**src/rtl/fetch_request_unit_if.sv**
```systemverilog
// Handshake bundle between the fetch request unit and its controller/memory side.
// The slave modport is the fetch_request_unit view; master is the driving environment.
interface fetch_request_unit_if;
   logic [1:0]  pc_sel;
   logic [31:0] load_addr;
   logic [31:0] jr_addr;
   logic        halt;
   logic        dren_req;
   logic        dwen_req;
   logic        ihit;
   logic        dhit;
   logic        imemREN;
   logic [31:0] imemaddr;
   logic [31:0] npc;
   logic        dmemREN;
   logic        dmemWEN;
   logic        halted;
   logic [31:0] stall_count;

   modport slave (
      input  pc_sel, load_addr, jr_addr, halt, dren_req, dwen_req, ihit, dhit,
      output imemREN, imemaddr, npc, dmemREN, dmemWEN, halted, stall_count
   );

   modport master (
      output pc_sel, load_addr, jr_addr, halt, dren_req, dwen_req, ihit, dhit,
      input  imemREN, imemaddr, npc, dmemREN, dmemWEN, halted, stall_count
   );
endinterface

```
**src/rtl/fetch_request_unit.sv**
```systemverilog
// PC sequencer issuing instruction fetches and registered data requests (FETCH/DATA/HALT).
// Optional memory-wait counter enabled by macro FETCH_STALL_COUNT_EN.
module fetch_request_unit #(
   parameter logic [31:0] PC_INIT = 32'h0000_0000
) (
   input logic                 CLK,
   input logic                 RST,
   fetch_request_unit_if.slave bus
);

   typedef enum logic [1:0] {StFetch, StData, StHalt} state_e;

   state_e      state_q;
   logic [31:0] pc_q;
   logic [31:0] pc_plus4;
   logic [31:0] pc_d;
   logic        dmem_ren_q;
   logic        dmem_wen_q;
   logic        halted_q;

   assign pc_plus4 = pc_q + 32'd4;

   // Targets are word-aligned by forcing the low two bits to zero.
   always_comb begin
      pc_d = pc_plus4;
      unique case (bus.pc_sel)
         2'd0:    pc_d = {bus.load_addr[31:2], 2'b00};
         2'd1:    pc_d = {bus.jr_addr[31:2], 2'b00};
         default: pc_d = pc_plus4;
      endcase
   end

   always_ff @(posedge CLK) begin
      if (RST) begin
         state_q    <= StFetch;
         pc_q       <= PC_INIT;
         dmem_ren_q <= 1'b0;
         dmem_wen_q <= 1'b0;
         halted_q   <= 1'b0;
      end else begin
         unique case (state_q)
            StFetch: begin
               if (bus.ihit) begin
                  if (bus.halt) begin
                     state_q  <= StHalt;
                     halted_q <= 1'b1;
                  end else if (bus.dren_req || bus.dwen_req) begin
                     state_q    <= StData;
                     dmem_wen_q <= bus.dwen_req;
                     dmem_ren_q <= bus.dren_req & ~bus.dwen_req;
                  end else begin
                     pc_q <= pc_d;
                  end
               end
            end
            StData: begin
               if (bus.dhit) begin
                  state_q    <= StFetch;
                  dmem_ren_q <= 1'b0;
                  dmem_wen_q <= 1'b0;
                  pc_q       <= pc_d;
               end
            end
            StHalt: begin
               halted_q <= 1'b1;
            end
            default: begin
               state_q <= StFetch;
            end
         endcase
      end
   end

`ifdef FETCH_STALL_COUNT_EN
   logic [31:0] stall_q;

   always_ff @(posedge CLK) begin
      if (RST) begin
         stall_q <= 32'd0;
      end else if (((state_q == StFetch) && !bus.ihit) || ((state_q == StData) && !bus.dhit)) begin
         if (stall_q != 32'hFFFF_FFFF) begin
            stall_q <= stall_q + 32'd1;
         end
      end
   end

   assign bus.stall_count = stall_q;
`else
   assign bus.stall_count = 32'd0;
`endif

   assign bus.imemREN  = (state_q == StFetch);
   assign bus.imemaddr = pc_q;
   assign bus.npc      = pc_plus4;
   assign bus.dmemREN  = dmem_ren_q;
   assign bus.dmemWEN  = dmem_wen_q;
   assign bus.halted   = halted_q;

endmodule

```
**src/flat_wrapper.sv**
```systemverilog
// flat-port wrapper written by rule: the top's interface ports become plain ports
module fetch_request_unit_flat 
#(
   parameter logic [31:0] PC_INIT = 32'h0000_0000
)
  (CLK, RST, bus_pc_sel, bus_load_addr, bus_jr_addr, bus_halt, bus_dren_req, bus_dwen_req, bus_ihit, bus_dhit, bus_imemREN, bus_imemaddr, bus_npc, bus_dmemREN, bus_dmemWEN, bus_halted, bus_stall_count);
  fetch_request_unit_if bus_i ();
  input logic CLK;
  input logic RST;
  input wire logic [$bits(bus_i.pc_sel)-1:0] bus_pc_sel;
  input wire logic [$bits(bus_i.load_addr)-1:0] bus_load_addr;
  input wire logic [$bits(bus_i.jr_addr)-1:0] bus_jr_addr;
  input wire logic [$bits(bus_i.halt)-1:0] bus_halt;
  input wire logic [$bits(bus_i.dren_req)-1:0] bus_dren_req;
  input wire logic [$bits(bus_i.dwen_req)-1:0] bus_dwen_req;
  input wire logic [$bits(bus_i.ihit)-1:0] bus_ihit;
  input wire logic [$bits(bus_i.dhit)-1:0] bus_dhit;
  output wire logic [$bits(bus_i.imemREN)-1:0] bus_imemREN;
  output wire logic [$bits(bus_i.imemaddr)-1:0] bus_imemaddr;
  output wire logic [$bits(bus_i.npc)-1:0] bus_npc;
  output wire logic [$bits(bus_i.dmemREN)-1:0] bus_dmemREN;
  output wire logic [$bits(bus_i.dmemWEN)-1:0] bus_dmemWEN;
  output wire logic [$bits(bus_i.halted)-1:0] bus_halted;
  output wire logic [$bits(bus_i.stall_count)-1:0] bus_stall_count;
  assign bus_i.pc_sel = bus_pc_sel;
  assign bus_i.load_addr = bus_load_addr;
  assign bus_i.jr_addr = bus_jr_addr;
  assign bus_i.halt = bus_halt;
  assign bus_i.dren_req = bus_dren_req;
  assign bus_i.dwen_req = bus_dwen_req;
  assign bus_i.ihit = bus_ihit;
  assign bus_i.dhit = bus_dhit;
  assign bus_imemREN = bus_i.imemREN;
  assign bus_imemaddr = bus_i.imemaddr;
  assign bus_npc = bus_i.npc;
  assign bus_dmemREN = bus_i.dmemREN;
  assign bus_dmemWEN = bus_i.dmemWEN;
  assign bus_halted = bus_i.halted;
  assign bus_stall_count = bus_i.stall_count;
  fetch_request_unit #(.PC_INIT(PC_INIT)) u_core (.CLK(CLK), .RST(RST), .bus(bus_i));
endmodule
```
**config.mk**
```make
export PLATFORM = sky130hd
export DESIGN_NAME = fetch_request_unit_flat
export DESIGN_NICKNAME = d
export VERILOG_FILES = /design/src/rtl/fetch_request_unit_if.sv /design/src/rtl/fetch_request_unit.sv /design/src/flat_wrapper.sv
export SDC_FILE = /design/constraint.sdc
export NUM_CORES = 1
export LEC_CHECK = 0
export BUFFER_PORTS_ARGS = -buffer_cell sky130_fd_sc_hd__buf_2
export CAP_MARGIN = 5
export CORE_AREA = 2 2 91 93
export DETAILED_ROUTE_END_ITERATION = 12
export DIE_AREA = 0 0 93 95
export PLACE_DENSITY = 0.77
export SYNTH_ARGS = -nofsm -noshare
export SYNTH_HDL_FRONTEND = slang
export SYNTH_SLANG_ARGS = --single-unit
export TNS_END_PERCENT = 50
```
**constraint.sdc**
```tcl
create_clock -name CLK -period 2 [get_ports CLK]
set_input_delay 0.4 -clock CLK [delete_from_list [all_inputs] [get_ports CLK]]
set_output_delay 0.4 -clock CLK [all_outputs]
set_load 0.01 [all_outputs]
```
* Word level (Yosys, flattened, before mapping)
Index checks and enable logic that the tools add are counted.
** Word-level totals
- Register bits after elaboration :: 37
- Output and inout port bits :: 100
- Input port bits :: 73
** Operators by class
- Reductions and logical operators :: 9
- Equality and inequality tests :: 10
- Add/subtract/negate cells :: 1
- Bitwise gates (word level) :: 3
- Muxes and demuxes :: 23
** Operator list (count)
- 2-to-1 mux 32 bit :: 4
- one-hot mux 32 bit (2 select lines) :: 2
- adder 32 x 3 -> 32 bit (second input constant) :: 1
- != test 2 bit (second input constant) :: 5
- AND reduction 5 bit :: 2
- 2-to-1 mux 1 bit :: 9
- 2-to-1 mux 2 bit :: 4
- one-hot mux 1 bit (2 select lines) :: 3
- one-hot mux 2 bit (3 select lines) :: 1
- equality test 2 x 1 -> 1 bit (second input constant) :: 2
- logical NOT 2 bit :: 2
- AND reduction 4 bit :: 1
- nonzero test 2 bit :: 2
- != test 3 x 2 -> 1 bit (second input constant) :: 1
- AND reduction 3 bit :: 1
- equality test 2 bit (second input constant) :: 1
- != test 2 x 1 -> 1 bit (second input constant) :: 1
- inverter 1 bit :: 2
- AND 1 bit :: 1
- logical OR 1 bit :: 1

* Logic depth before layout (Yosys ltp)
- Depth in word-level cells :: 6
- Depth in mapped cells :: 8
- Depth with buffers taken out :: 6

* Worst setup path after synthesis
Ideal clock, no wire load.
- Path kind :: flip-flop to output port
- Start :: reg u_core.pc_q[2] (netlist: u_core.bus.imemaddr[2])
- End :: out bus_npc[30]
- Data required time :: 1.600 ns
- Stages on the path, launching flop included :: 6
- Setup slack :: -0.091 ns
- Arrival :: 1.691 ns
- Cell sequence :: dfxtp_1 > ha_1 > and2_1 > nand3_1 > nor4_1 > xor2_1
** On the way
- Longest elaborated chain between the ends :: 1
** RTL lines
- start, declared :: RTL line fetch_request_unit.sv:14 : logic [31:0] pc_q;
- start signal, assigned :: RTL line fetch_request_unit.sv:52 : pc_q <= pc_d;
- start signal, assigned :: RTL line fetch_request_unit.sv:61 : pc_q <= pc_d;
- adder 32 x 3 -> 32 bit :: RTL line fetch_request_unit.sv:21 : assign pc_plus4 = pc_q + 32'd4;
- end, declared :: RTL line flat_wrapper.sv:20 : output wire logic [$bits(bus_i.npc)-1:0] bus_npc;
Every way passes these cells.

* Worst setup path after layout
- Start :: reg u_core.pc_q[8] (netlist: u_core.bus.imemaddr[8])
- End :: out bus_npc[15]
The elaborated chain is that of the path after synthesis.

==> metrics.yaml <==
p_switching_mw: 0.587
seq_area_sq_um: 728
cts_max_level: 2
setup.worst_path.start_class: "register"
drc: 0
max_freq_mhz: 459
fp.dieW_um: 93
num_vias: 3776
power.internal_mw: 1.31
pwr-share-comb_pct: 25.6
synth-edff-count: 0
antenna_found_initial: 0
grt_overflow: 0
num_antenna_cells: 0
min_period_over_period_pct: 109
nNetsFinal: 662
power.density_nw_per_um2: 414
ir_drop_v: 0.000227
cts_root_buf: "clkbuf_8"
setup_violations: 21
worstSetupEndpointType: "output pin"
worstSetupPathType: "reg -> out"
die-area_sq_um: 8840
slew_headroom_pct: 60.3
drive_above_1_share_pct: 47.9
clkTransAtPathRegs_ns: 0.08
area_growth_syn_to_layout_pct: 47.5
drt_first_pass_iters: 4
num-fill-cells: 708
yosys_most_used_dff: "dfxtp_1"
netlist_instances: 406
clock_latency_ns: 0.30
grtUsageTotal_pct: 22.7
holdCritPathClass: "in -> reg"
crit_fanout: 4
worst_slack_ns: -0.180
wire_per_inst_um: 15.5
report.final.slew_viol_count: 0
routabilityCongestion: 0.941
hold_ws_ns: 0.369
dp_hpwl_um: 7480
synth.distinct_cells: 57
ys_async_sr_fraction_pct: 0
arrival_ns: 1.78
row_count: 33
max_cap_viol_count: 0
io_pins: 173
portBuffers: 132
drtIter0Drc: 238
pre_cts_ws_ns: 0.0250
clock-sinks: 35
coreArea_sq_um: 7930
grt_start_max_net_pins: 46
die_h_um: 95
tightest_slew_ns: 0.596
grt_pass1_wl_um: 16100
finClkSkew_ns: 0.00959
synth.yosys.warnings: 0
hold_viol: 0
synth-seq-area-share_pct: 22.5
rsz0062_at_grt: "true"
ys_ff_latch: 35
grt_pass1_vias: 3411
holdBufCountCts: 0
violations: "setup timing"
cts_tree: "yes"
syn_area_sq_um: 3110
synth.avg_cell_area_sq_um: 7.66
via_per_inst: 5.44
multiInputGateArea_sq_um: 2320
seqPwrFrac_pct: 39.3
ant_nets: 0
status: "finished, violations left"
initial_core_util_pct: 39.2
power.leakage_nw: 2.27
clock_tree.buffer_depth: 2
p_clk_share_pct: 35.1
swShare_pct: 30.9
r2r_slack_ns: 0.12
routed_wl_um: 10700
required_ns: 1.60
cts_made_buffers: 5
period_minus_slack_ns: 2.18
worst max-delay path: stages (launching register included):
cell and delay [ns]:
dfxtp_2 0.34, buf_6 0.11, clkinvlp_4 0.15, nor3_2 0.26, buf_4 0.17, nand3_1 0.11, xnor2_2 0.17, buf_2 0.17
cell families (layout without fill, tap and decap cells):
kind of cell    count (synthesis)  after routing  share of synthesized area [%]
compound gates                 99             99                           20.7
xor+xnor                       28             28                           7.89
fa+ha+maj                       1              1                          0.402
buf+inv                        71            219                           13.7
flops                          35             35                           22.5
mux                            30             30                           10.0
other cells                     1             36                          0.121
simple gates                  141            141                           24.6
synthesized netlist by cell type, types with 9 or more instances:
cell type,count,area [sq um]
nor2_1,28,105
a21oi_1,27,135
nand3_1,13,65.1
o21ai_0,17,85.1
buf_4,37,278
nor4_1,9,56.3
nand2_1,36,135
xnor2_1,20,175
a31oi_1,9,56.3
nand4_1,9,56.3
mux2_2,9,101
clkbuf_1,18,67.6
dfxtp_1,35,701
mux2i_1,21,210
nor3_1,9,45.0
repair_timing:
item | 4_1_cts | 5_1_grt
pin swaps | 21 | 9
buffers inserted | 19 | 4
endpoints found under the setup margin | 23 | 24
gates resized for setup | 53 | 20
cells in the final DEF, fill, tap and decap left out, types with 6 or more instances in the layout:
cell	synthesis	routed
xor2_1	8	8
dfxtp_1	35	17
o31ai_1	8	8
mux2i_1	21	21
a31oi_1	9	9
nand4_1	9	9
inv_1	7	6
nand2_1	36	31
nand3_1	13	10
nor4_1	9	8
a21oi_1	27	27
buf_6	2	11
mux2_2	9	9
conb_1	1	36
xnor2_1	20	17
o21ai_0	17	17
nor2_1	28	23
buf_4	37	59
buf_2	4	132
dfxtp_2	0	16
a211oi_1	8	8
sequential cells by signal (all words and copies together), names as in the netlist:
name / flops
u_core.bus.dmemREN: 1
u_core.bus.dmemWEN: 1
u_core.bus.halted: 1
u_core.bus.imemaddr: 30
u_core.state_q: 2
power groups by stage:
stage	clock [mW]	combinational, mW	sequential, mW
final	0.665	0.485	0.746
after CTS	0.664	0.477	0.745
after global placement	0	0.454	0.757
after floorplan	0	0.301	0.774
after detailed placement	0	0.462	0.758
after global routing	0.700	0.530	0.750
stage by stage:
step / utilization (%) / setup TNS [ns] / instances / cell area (sq um) / power [mW]
4_1_cts: 56.5 / -1.54 / 691 / 4480 / 1.89
3_5_place_dp: 51.3 / 0 / 664 / 4070 / 1.22
5_1_grt: 57.8 / -4.13 / 694 / 4590 / 1.98
2_1_floorplan: - / -0.0648 / 441 / 3250 / 1.08
3_3_place_gp: 51.3 / 0 / 664 / 4070 / 1.21
6_report: 57.8 / -2.03 / 694 / 4590 / 1.90
routing by layer:
| metal | share of wire [%] | up-vias | routed length (um) | GRT usage, % |
|---|---|---|---|---|
| met3 | 8.0 | 30 | 856 | 4.39 |
| li1 | - | 1777 | - | - |
| met4 | 2.4 | 0 | 256 | 6.99 |
| met1 | 39 | 1778 | 4210 | 27.5 |
| met2 | 50 | 191 | 5400 | 40.5 |
| met5 | 0 | - | 0 | 0 |
final cells by class:
class,count,share of cell area [%]
Clock buffer,5,1.50
Tap cell,105,2.86
Timing Repair Buffer,204,27.6
Inverter,7,0.655
Multi-Input combinational cell,335,50.5
Clock inverter,3,0.955
Sequential cell,35,15.9
worst paths after layout:
| path | to | startpoint | cells after the start |
|---|---|---|---|
| worst max-delay path | bus_npc[15] | u_core.bus.imemaddr[8]$_SDFFE_PP0P_ | 7 |
| worst min-delay path | u_core.bus.dmemWEN$_SDFFE_PP0P_ | bus_dwen_req | 3 |
| worst max register to register | u_core.bus.imemaddr[26]$_SDFFE_PP0P_ | u_core.bus.imemaddr[5]$_SDFFE_PP0P_ | 6 |
| worst min register to register | u_core.bus.halted$_SDFFE_PP0P_ | u_core.bus.halted$_SDFFE_PP0P_ | 2 |
(Power assumes the default switching activity.)
